$ cat config.mk
export PLATFORM = sky130hd
export DESIGN_NAME = synapse_accumulator
export DESIGN_NICKNAME = d
export VERILOG_FILES = /design/src/rtl/synapse_accumulator_pkg.sv /design/src/rtl/synapse_weight_ram.sv /design/src/rtl/synapse_accumulator.sv
export SDC_FILE = /design/constraint.sdc
export NUM_CORES = 1
export LEC_CHECK = 0
export CORE_ASPECT_RATIO = 0.6
export CORE_UTILIZATION = 25
export CTS_BUF_LIST = sky130_fd_sc_hd__clkbuf_4 sky130_fd_sc_hd__clkbuf_8 sky130_fd_sc_hd__clkbuf_16
export DETAILED_ROUTE_END_ITERATION = 6
export PLACE_DENSITY = 0.52
export SLEW_MARGIN = 20
export SYNTH_ARGS = -nofsm -noshare
export SYNTH_HDL_FRONTEND = slang
export SYNTH_SLANG_ARGS = --single-unit
$ cat constraint.sdc
create_clock -name iCLK -period 2.58 [get_ports iCLK]
set_input_delay 0.387 -clock iCLK [delete_from_list [all_inputs] [get_ports iCLK]]
set_output_delay 0.387 -clock iCLK [all_outputs]
set_load 0.05 [all_outputs]
$ cat src/rtl/synapse_accumulator_pkg.sv
// Shared definitions for the synapse accumulator: derived sum width, FSM encodings and a
// sign-extension helper.
package synapse_accumulator_pkg;

   // FSM encodings, kept as plain constants for compatibility with older tooling
   localparam logic [1:0] StIdle  = 2'd0;
   localparam logic [1:0] StAccum = 2'd1;
   localparam logic [1:0] StDone  = 2'd2;

   // Width of one accumulated sum: enough headroom for np terms of wf bits
   function automatic int unsigned calcWa(input int unsigned np, input int unsigned wf);
      return $clog2(np) + wf;
   endfunction

   // Sign-extend the low 'width' bits of val to 32 bits
   function automatic logic signed [31:0] signExt(input logic [31:0] val,
                                                  input int unsigned width);
      logic signed [31:0] tmp;
      tmp = val << (32 - width);
      return tmp >>> (32 - width);
   endfunction

endpackage

$ cat src/rtl/synapse_weight_ram.sv
// Weight table: NP rows of NC packed signed weights. One synchronous write port and one
// asynchronous read port. Contents are deliberately not reset.
module synapse_weight_ram #(
   parameter int unsigned NP = 4,
   parameter int unsigned NC = 4,
   parameter int unsigned WF = 4,
   localparam int unsigned AW = $clog2(NP)
) (
   input  logic             iCLK,
   input  logic             iWe,
   input  logic [AW-1:0]    iWrAddr,
   input  logic [NC*WF-1:0] iWrData,
   input  logic [AW-1:0]    iRdAddr,
   output logic [NC*WF-1:0] oRdData
);

   logic [NC*WF-1:0] memQ [NP];

   // Row write; the caller has already qualified the enable and the address range
   always_ff @(posedge iCLK) begin
      if (iWe) begin
         memQ[iWrAddr] <= iWrData;
      end
   end

   assign oRdData = memQ[iRdAddr];

endmodule

$ cat src/rtl/synapse_accumulator.sv
// Serial synapse accumulator: accepts one binary presynaptic state vector, accumulates NC
// signed weighted sums over NP cycles, then presents them as a single valid/ready beat.
module synapse_accumulator
   import synapse_accumulator_pkg::*;
#(
   parameter int unsigned NP = 4,
   parameter int unsigned NC = 4,
   parameter int unsigned WF = 4,
   localparam int unsigned WA = calcWa(NP, WF),
   localparam int unsigned AW = $clog2(NP)
) (
   input  logic             iCLK,
   input  logic             iRST,
   input  logic             iValid_BM_State,
   output logic             oReady_BM_State,
   input  logic [NP-1:0]    iData_BM_State,
   input  logic             iWe_Weight,
   input  logic [AW-1:0]    iAddr_Weight,
   input  logic [NC*WF-1:0] iData_Weight,
   output logic             oValid_AS_Accum0,
   input  logic             iReady_AS_Accum0,
   output logic [NC*WA-1:0] oData_AS_Accum0
);

   logic [1:0]           stateQ, stateD;
   logic [AW-1:0]        cntQ, cntD;
   logic [NP-1:0]        vecQ, vecD;
   logic signed [WA-1:0] accQ [NC];
   logic signed [WA-1:0] accD [NC];
   logic [NC*WA-1:0]     dataQ, dataD;
   logic                 validQ, validD;
   logic                 readyQ, readyD;
   logic [NC*WF-1:0]     rdRow;
   logic                 accept;
   logic                 weWrite;
   logic                 lastTerm;

   // readyQ is only ever set while in IDLE, so it alone qualifies the handshake
   assign accept   = iValid_BM_State & readyQ;
   assign weWrite  = iWe_Weight & (stateQ == StIdle) & (32'(iAddr_Weight) < NP);
   assign lastTerm = (cntQ == AW'(NP - 1));

   synapse_weight_ram #(
      .NP (NP),
      .NC (NC),
      .WF (WF)
   ) uWeightRam (
      .iCLK    (iCLK),
      .iWe     (weWrite),
      .iWrAddr (iAddr_Weight),
      .iWrData (iData_Weight),
      .iRdAddr (cntQ),
      .oRdData (rdRow)
   );

   // Next-state: FSM sequencing, serial accumulation and output register load
   always_comb begin
      stateD = stateQ;
      cntD   = cntQ;
      vecD   = vecQ;
      dataD  = dataQ;
      validD = validQ;
      for (int c = 0; c < NC; c++) begin
         accD[c] = accQ[c];
      end

      case (stateQ)
         StIdle: begin
            if (accept) begin
               vecD   = iData_BM_State;
               cntD   = '0;
               stateD = StAccum;
               for (int c = 0; c < NC; c++) begin
                  accD[c] = '0;
               end
            end
         end
         StAccum: begin
            if (vecQ[cntQ]) begin
               for (int c = 0; c < NC; c++) begin
                  accD[c] = accQ[c] + WA'(signExt(32'(rdRow[c*WF +: WF]), WF));
               end
            end
            if (lastTerm) begin
               cntD   = '0;
               stateD = StDone;
            end else begin
               cntD = cntQ + AW'(1);
            end
         end
         StDone: begin
            // First DONE cycle registers the sums; they then hold until accepted
            if (!validQ) begin
               validD = 1'b1;
               for (int c = 0; c < NC; c++) begin
                  dataD[c*WA +: WA] = accQ[c];
               end
            end else if (iReady_AS_Accum0) begin
               validD = 1'b0;
               stateD = StIdle;
            end
         end
         default: begin
            stateD = StIdle;
         end
      endcase

      readyD = (stateD == StIdle);
   end

   // State registers; the weight table lives in the sub-module and is not reset
   always_ff @(posedge iCLK or negedge iRST) begin
      if (!iRST) begin
         stateQ <= StIdle;
         cntQ   <= '0;
         vecQ   <= '0;
         dataQ  <= '0;
         validQ <= 1'b0;
         readyQ <= 1'b0;
         for (int c = 0; c < NC; c++) begin
            accQ[c] <= '0;
         end
      end else begin
         stateQ <= stateD;
         cntQ   <= cntD;
         vecQ   <= vecD;
         dataQ  <= dataD;
         validQ <= validD;
         readyQ <= readyD;
         for (int c = 0; c < NC; c++) begin
            accQ[c] <= accD[c];
         end
      end
   end

   assign oReady_BM_State  = readyQ;
   assign oValid_AS_Accum0 = validQ;
   assign oData_AS_Accum0  = dataQ;

endmodule
==> results_tabular.tex, run 1 <==
\begin{tabular}{lr}
\hline
Metric & Value \\
\hline
\multicolumn{2}{l}{\textbf{GRT}} \\
Initial antenna violation count & 0 \\
First-pass GRT wire length & $\sim$19 mm \\
Global Route Usage Sum & between 10\% and 20\% \\
Overflow left after global routing & 0 \\
Number of global-route vias before repair & between 3000 and 4000 \\
Maximum number of pins on one net before global-route repair & 59 \\
\multicolumn{2}{l}{\textbf{Power}} \\
Maximum ir drop on the vdd rail & 0.479 mV \\
Reported leakage power & 2.79 nW \\
Power per cell area & 1350 nW/um2 \\
Total power draw & about 9.5 mW \\
\multicolumn{2}{l}{\textbf{Setup path}} \\
Worst Path Max Fanout & 8 \\
Data arrival time of the worst path & 2.80 ns \\
Crit-path most repeated cell & mux2i\_1 \\
Data required time at the worst endpoint & 2.91 ns \\
Critical path start-end classification & flop to flop \\
Crit start category & flop \\
Endpoint type of the worst setup path & flop \\
Critical path buffer and inverter count & 2 \\
Worst-path cell chain & buf\_4, buf\_16, mux4\_2, ha\_4, o21ai\_1, o21bai\_1, a21oi\_2, mux2i\_1, mux2i\_1 \\
Minimum setup slack among reg-to-reg paths & 0.11 ns \\
Category of cells accounting for the largest share of critical-path delay & multiplexers \\
Maximum cell stage delay along the critical path & roughly 0.61 ns \\
Cell with the biggest individual delay on the critical path & mux4\_2 \\
\multicolumn{2}{l}{\textbf{Drt}} \\
Detailed-route DRC error count & 0 \\
1st-iter DRT viols & 187 \\
WL per Instance & around 17 um \\
Routed Wire Length & $\sim$12 mm \\
Final antenna-violating net count & 0 \\
Total number of vias & 3177 \\
Pre-antenna DRT Iters & 4 \\
Vias per cell & 4.40 \\
\multicolumn{2}{l}{\textbf{Cells and area}} \\
Diode insertion count for antenna repair & 0 \\
Area of the multi-input gates & 2000 um2 \\
Final-stage net count & 482 \\
Fill cell instance count of the final layout & 2016 \\
Share of cells above drive strength 1 & 28.4\% \\
Area used by sequential logic in the layout & 3370 um2 \\
Synth-to-Final Area Change & 32.0\% \\
\multicolumn{2}{l}{\textbf{Flow run}} \\
Max\_cap viols & 0 \\
\multicolumn{2}{l}{\textbf{Yosys}} \\
Number of instances in the synthesized netlist & 352 \\
Synth warn & 0 \\
Fraction of registers with async set/reset & 47.5\% \\
Synthesized netlist net count & 404 \\
Number of synthesized register bits & 122 \\
Mean area per synthesized cell & 15.2 um2 \\
EDFF count, synth & 64 \\
Post-Syn Area & 5360 um2 \\
Most common flop cell mapped by yosys & edfxtp\_1 \\
Part of the Yosys area used for sequential elements & between 60 and 70\% \\
Netlist cell types & 31 \\
\multicolumn{2}{l}{\textbf{Timing}} \\
Share of the clock period used by the worst path after layout & 95.8\% \\
Skew final & 0.00779 ns \\
WHS & between 0.1 and 0.15 ns \\
Number of hold violations in the final report & 0 \\
Setup Viol. Count Final & 0 \\
Final Slew Violations & 0 \\
Worst rel slew slack & 47.8\% \\
Worst-margin pin slew & 0.783 ns \\
Final worst slack & 0.110 ns \\
RSZ-0062 raised after global routing & true \\
Highest clock rate & 405 MHz \\
Min Clock Period, post-route & 2.47 ns \\
\multicolumn{2}{l}{\textbf{Clock tree}} \\
Number of hold buffers added after CTS & 0 \\
Clock tree from TritonCTS & built \\
Clock H-tree levels & 4 \\
Clock Sink Count & roughly 120 \\
Worst-Skew Late Latency & 0.41 ns \\
Clock-pin slew on the worst setup and hold paths & $\sim$0.060 ns \\
Maximum clock insertion buffer count & 2 \\
Number of buffers added by the clock tree synthesis step & 17 \\
Root buffer cell & clkbuf\_16 \\
\multicolumn{2}{l}{\textbf{Hold path}} \\
Path category of the worst min-delay check & input port to async pin \\
\multicolumn{2}{l}{\textbf{Placement}} \\
Gpl congestion & 0.760 \\
Hpwl dp & 8.10 mm \\
Port Buffers & 52 \\
Pre-CTS setup slack & -0.0289 ns \\
\multicolumn{2}{l}{\textbf{Floorplan}} \\
Overall die width & 191 um \\
Initial Utilization & 25.5\% \\
I/O pin total & 53 \\
Standard cell core area & approximately 21000 um2 \\
DIE HEIGHT & 115 um \\
Number of core rows & 41 \\
Die outline area & 22000 um2 \\
\multicolumn{2}{l}{\textbf{Outcome}} \\
Outcome & finished clean \\
\hline
\end{tabular}
flip-flops by register name, indices dropped and copies added, names as in the netlist:
name / count
uWeightRam.memQ: 64
oValid_AS_Accum0: 1
cntQ: 2
oData_AS_Accum0: 24
accQ: 24
stateQ: 2
oReady_BM_State: 1
vecQ: 4
worst reg2reg max path, delay by kind of cell, from the launching register on:
family / cells / cell delay (ns)
AOI/OAI and AO/OA: 3 / 0.35
adders and majority gates: 1 / 0.33
DFF: 1 / 0.42
buffers and inverters: 2 / 0.30
muxes: 3 / 1.00
final timing paths:
| kind | start | end | cells after the start |
|---|---|---|---|
| hold / removal | iRST | oData_AS_Accum0[17] | 2 |
| setup reg to reg | cntQ[0] | accQ[11] | 9 |
| hold reg to reg | accQ[17] | accQ[17] | 1 |
| setup / recovery | cntQ[0] | accQ[11] | 9 |
| min in group iCLK | accQ[17] | accQ[17] | 1 |
| max in group asynchronous | iRST | cntQ[0] | 2 |
layout make-up:
| cell class | instances | share of cell area, % |
|---|---|---|
| Timing Repair Buffer | 73 | 10.2 |
| Multi-Input combinational cell | 204 | 28.3 |
| Inverter | 12 | 0.637 |
| Clock buffer | 17 | 6.02 |
| Sequential cell | 122 | 47.7 |
| Clock inverter | 15 | 2.12 |
| Tap cell | 279 | 4.94 |
timing repair:
action,in CTS,in global routing
pin swaps,0,6
buffers inserted,2,1
setup endpoints to repair,2,8
gates cloned,1,0
resized for setup,1,26
stage by stage:
stage | setup TNS, ns | cell area (um2) | cells | util [%]
finish | 0 | 7070 | 722 | 33.7
global route | -0.0581 | 7070 | 722 | 33.7
CTS | -0.00411 | 6930 | 721 | 33.0
global placement | 0 | 6310 | 686 | 30.1
floorplan | 0 | 5360 | 352 | -
detailed placement | -0.0309 | 6310 | 686 | 30.1
layer usage:
metal | wire (um) | track usage (%)
met5 | 0 | 0
met4 | 89 | 4.27
met3 | 762 | 3.85
met2 | 5230 | 16.9
met1 | 6020 | 17.0
cells in the final DEF (no fill, tap or decap), drive strengths merged:
cell           count
edfxtp            64
dfrtp             58
clkdlybuf4s50     51
nand2             30
mux2              28
buf               22
ha                21
mux4              17
clkbuf            17
o21ai             17
nand3             16
inv               14
a21o              10
a21oi              9
mux2i              8
o31ai              8
a211oi             8
clkinv             8
xor2               7
nand2b             6
o21bai             4
fa                 4
clkinvlp           3
nor2               3
nor3b              2
bufinv             2
and2               2
nor2b              1
and4               1
nor3               1
xnor2              1
where the power goes:
group	internal [mW]	switching [mW]
Sequential	2.56	0.333
Clock	1.42	0.887
Combinational	1.89	2.45
Total	5.87	3.67
cells in the mapped netlist, types with 7 or more instances:
cell,instances,area (um2)
edfxtp_1,64,1920
dfrtp_1,58,1450
nand2_1,30,113
mux2_2,28,315
ha_1,21,263
mux4_2,17,383
o21ai_0,17,85.1
nand3_1,16,80.1
inv_1,12,45.0
a21o_1,10,75.1
a21oi_1,9,45.0
a211oi_1,8,60.1
mux2i_1,8,80.1
buf_2,7,35.0
xor2_1,7,61.3
kinds of logic after synthesis:
family | count (synthesis) | synth area share (%)
and+or+nand+nor | 62 | 5.44
muxes | 53 | 14.5
xor gates and xnor gates | 8 | 1.31
DFF | 122 | 63.0
adders and majority gates | 25 | 6.40
AOI/OAI and AO/OA | 56 | 6.92
buffers and inverters | 26 | 2.41
Power figures use the tool's default switching activity.
==> inputs of run 2 (changes only) <==
- CAP_MARGIN: unset -> 20
- SYNTH_HIERARCHICAL: unset -> 1
==> run 2 against run 1 <==
Sequential power hardly changed. Final cell count is 5.0% higher. Power is 1.2% higher. Cell area is 4.0% higher. Flip-flop and latch count stayed put. Global-route usage is 0.65 points lower. Maximum frequency is 2.8% lower. Critical path depth is 1 lower. Clock power is 6% higher. Non-clock buffer count is 9 higher. Clock skew is 0.00076 ns higher.
==> results_tabular.tex, run 2 <==
\begin{tabular}{lr}
\hline
Metric & Value \\
\hline
\multicolumn{2}{l}{\textbf{Outcome}} \\
Outcome & finished clean \\
\multicolumn{2}{l}{\textbf{Clock tree}} \\
Maximum clock insertion buffer count & 2 (unchanged) \\
Clock-pin slew on the worst setup and hold paths & 0.06 ns (about the same) \\
Clock H-tree levels & 4 (unchanged) \\
Clock tree from TritonCTS & built \\
Worst-Skew Late Latency & 0.42 ns (about the same) \\
Clock Sink Count & 122 (unchanged) \\
Root buffer cell & clkbuf\_16 \\
Number of buffers added by the clock tree synthesis step & 17 (unchanged) \\
\multicolumn{2}{l}{\textbf{Cells and area}} \\
Final core occ & 34.2\% (+0.50 points) \\
Number of flip-flops under the largest register name & 64 (unchanged) \\
Final-stage net count & 518 (+7.5\%) \\
Reg with most FFs & uWeightRam/memQ \\
Share of cells above drive strength 1 & 27.8\% (-0.68 points) \\
Diode insertion count for antenna repair & 0 (unchanged) \\
Highest-count cells in the layout ignoring fill and taps & edfxtp\_1 (64), dfrtp\_1 (57), clkdlybuf4s50\_1 (51) \\
Synth-to-Final Area Change & 31.3\% \\
Non-Filler Cell Area, Final & 7350 um2 (+4.0\%) \\
Most common library cell in the layout ignoring fill and taps & edfxtp\_1 \\
\multicolumn{2}{l}{\textbf{Drt}} \\
Final antenna-violating net count & 0 (unchanged) \\
Pre-antenna DRT Iters & 4 (unchanged) \\
1st-iter DRT viols & 228 (+22\%) \\
WL per Instance & 16.2 um (-3.0\%) \\
Vias per cell & 4.46 (+1.3\%) \\
Routed Wire Length & 12.3 mm (+1.8\%) \\
Detailed-route DRC error count & 0 (unchanged) \\
Total number of vias & 3378 (+6.3\%) \\
\multicolumn{2}{l}{\textbf{Floorplan}} \\
Standard cell core area & 21500 um2 (+2.4\%) \\
Initial Utilization & 26.0\% (+0.51 points) \\
DIE HEIGHT & 118 um (+2.2\%) \\
I/O pin total & 53 (unchanged) \\
Overall die width & 195 um (+2.2\%) \\
Die outline area & 23000 um2 (+4.4\%) \\
Number of core rows & 41 (unchanged) \\
\multicolumn{2}{l}{\textbf{Yosys}} \\
Commonest cells post-synth & edfxtp\_1 (64), dfrtp\_1 (58), mux2\_2 (25), nand2\_1 (25), nand3\_1 (22) \\
Synth warn & 6 (+6) \\
Post-synthesis adder-cell area fraction & 6.13\% (-0.28 points) \\
Part of the Yosys area used for sequential elements & 60.3\% (-2.7 points) \\
Post-Syn Area & 5600 um2 (+4.5\%) \\
Xor/xnor share of the synthesized area & 1.41\% (+0.10 points) \\
Mean area per synthesized cell & 14.7 um2 (-3.2\%) \\
Most common flop cell mapped by yosys & edfxtp\_1 \\
Post-synth top area share & 34.3\% (-1.5 points) \\
Netlist cell types & 47 (+52\%) \\
EDFF count, synth & 64 (unchanged) \\
Share of synthesized area spent on multiplexers & 12.3\% (-2.3 points) \\
Number of synthesized register bits & 122 (unchanged) \\
Compound-Gate Fraction of Synth Area & 7.96\% (+1.0 points) \\
Dominant cells by area after synthesis & edfxtp\_1 (34\%), dfrtp\_1 (26\%), mux2\_2 (5.0\%), ha\_1 (4.7\%), mux4\_2 (4.4\%) \\
Cell with the most instances after synthesis & edfxtp\_1 \\
Largest family of logic cells by synthesized area & multiplexers \\
Synthesized netlist net count & 432 (+6.9\%) \\
Number of instances in the synthesized netlist & 380 (+8.0\%) \\
Largest area contributor in the netlist & edfxtp\_1 \\
Fraction of registers with async set/reset & 47.5\% (unchanged) \\
Synth Area in Simple Gates & 8.74\% (+3.3 points) \\
\multicolumn{2}{l}{\textbf{GRT}} \\
Initial antenna violation count & 0 (unchanged) \\
Global Route Usage Sum & 11.3\% (-0.65 points) \\
Number of global-route vias before repair & 3435 (+2.5\%) \\
Overflow left after global routing & 0 (unchanged) \\
First-pass GRT wire length & 19.5 mm (+2.2\%) \\
Maximum number of pins on one net before global-route repair & 44 (-25\%) \\
\multicolumn{2}{l}{\textbf{Power}} \\
Reported leakage power & 2.88 nW (+3.3\%) \\
Total power draw & 9.65 mW (+1.2\%) \\
Power per cell area & 1310 nW/um2 (-2.7\%) \\
Maximum ir drop on the vdd rail & 0.365 mV (-24\%) \\
\multicolumn{2}{l}{\textbf{Setup path}} \\
Data arrival time of the worst path & 2.89 ns (+0.09 ns) \\
Endpoint type of the worst setup path & flop \\
Critical path start-end classification & flop to flop \\
Category of cells accounting for the largest share of critical-path delay & simple AND/OR/NAND/NOR gates \\
Cell with the biggest individual delay on the critical path & or4b\_4 \\
Data required time at the worst endpoint & 2.93 ns (+0.02 ns) \\
Critical path buffer and inverter count & 2 (unchanged) \\
Worst-path cell chain & buf\_12, buf\_4, mux4\_2, ha\_1, a211oi\_1, or4b\_4, a31oi\_4, a2bb2oi\_2 \\
Maximum cell stage delay along the critical path & 0.55 ns (-0.06 ns) \\
Worst Path Max Fanout & 8 (unchanged) \\
Crit start category & flop \\
\multicolumn{2}{l}{\textbf{Timing}} \\
Final Slew Violations & 0 (unchanged) \\
Highest clock rate & 393 MHz (-2.8\%) \\
Worst rel slew slack & 62.8\% (+15 points) \\
Share of the clock period used by the worst path after layout & 98.5\% (+2.8 points) \\
Setup Viol. Count Final & 0 (unchanged) \\
Skew final & 0.00855 ns (+0.000756 ns) \\
Min Clock Period, post-route & 2.54 ns (+0.0711 ns) \\
Worst-margin pin slew & 0.556 ns (-0.226 ns) \\
RSZ-0062 raised after global routing & true \\
Number of hold violations in the final report & 0 (unchanged) \\
\multicolumn{2}{l}{\textbf{Placement}} \\
Port Buffers & 52 (unchanged) \\
Hpwl dp & 8.42 mm (+4.0\%) \\
Cell area reported after detailed placement & 6500 um2 (+3.2\%) \\
Gpl congestion & 0.759 (-0.11\%) \\
\multicolumn{2}{l}{\textbf{Hold path}} \\
Path category of the worst min-delay check & input port to async pin \\
\multicolumn{2}{l}{\textbf{Flow run}} \\
Max\_cap viols & 0 (unchanged) \\
\hline
\end{tabular}
[run 2: cells by family (layout without fill, tap and decap cells)]
kind of cell | count (synthesis) | count (layout)
flops | 122 | 122
compound gates | 64 | 64
xor+xnor | 9 | 9
fa+ha+maj | 25 | 25
mux | 42 | 42
simple gates | 88 | 88
buf+inv | 30 | 129
[run 2: where the power goes]
group          total, mW  leakage [nW]  switching (mW)  internal [mW]
registers           2.86          1.34           0.329           2.53
clock network       2.44         0.300           0.850           1.59
logic               4.35          1.24            2.41           1.95
[run 2: repair_timing]
action | 4_1_cts | 5_1_grt
cloned | 0 | 1
setup buffers | 1 | 7
setup endpoints to repair | 3 | 8
resized for setup | 5 | 28
pin swaps | 1 | 1
hold buffers | 1 | 0
endpoints found under the hold margin | 11 | 0
[run 2: final timing paths]
path / startpoint / endpoint / slack, ns / cells after the start
max reg2reg: cntQ[0] / accQ[23] / 0.04 / 8
min in group iCLK: vecQ[2] / vecQ[2] / 0.49 / 2
max: cntQ[0] / accQ[23] / 0.04 / 8
max in group asynchronous: iRST / accQ[14] / 1.48 / 3
min: iRST / oData_AS_Accum0[4] / 0.40 / 2
min reg2reg: vecQ[2] / vecQ[2] / 0.49 / 2
[run 2: through the flow]
step	setup TNS [ns]	hold WS (ns)	instances	worst slack (ns)
floorplan	0	0.0914	380	0.0144
global placement	0	0.282	716	0.00632
detailed placement	-0.256	0.286	716	-0.121
CTS	-0.0160	0.406	750	-0.0160
global route	-0.0530	0.430	758	-0.0320
finish	0	0.400	758	0.0385
[run 2: final cells by class]
class,count,area [um2]
clock buffer,21,468
clock inverter,11,146
fill,2044,14100
inverter,15,56.3
multi-input combinational,228,2180
sequential,122,3370
tap,279,349
timing repair buffer,82,777
[run 2: layer usage]
| layer | vias up | GRT usage (%) | wire, um |
|---|---|---|---|
| met1 | 1688 | 17.0 | 6730 |
| met2 | 62 | 15.1 | 5020 |
| li1 | 1615 | - | - |
| met3 | 13 | 3.30 | 433 |
| met4 | 0 | 3.99 | 127 |
| met5 | - | 0 | 0 |
[run 2: worst reg2reg max path, stage by stage, from the launching register on]
cell       delay [ns]
dfrtp_2          0.42
buf_12           0.16
buf_4            0.12
mux4_2           0.52
ha_1             0.31
a211oi_1         0.10
or4b_4           0.55
a31oi_4          0.18
a2bb2oi_2        0.14
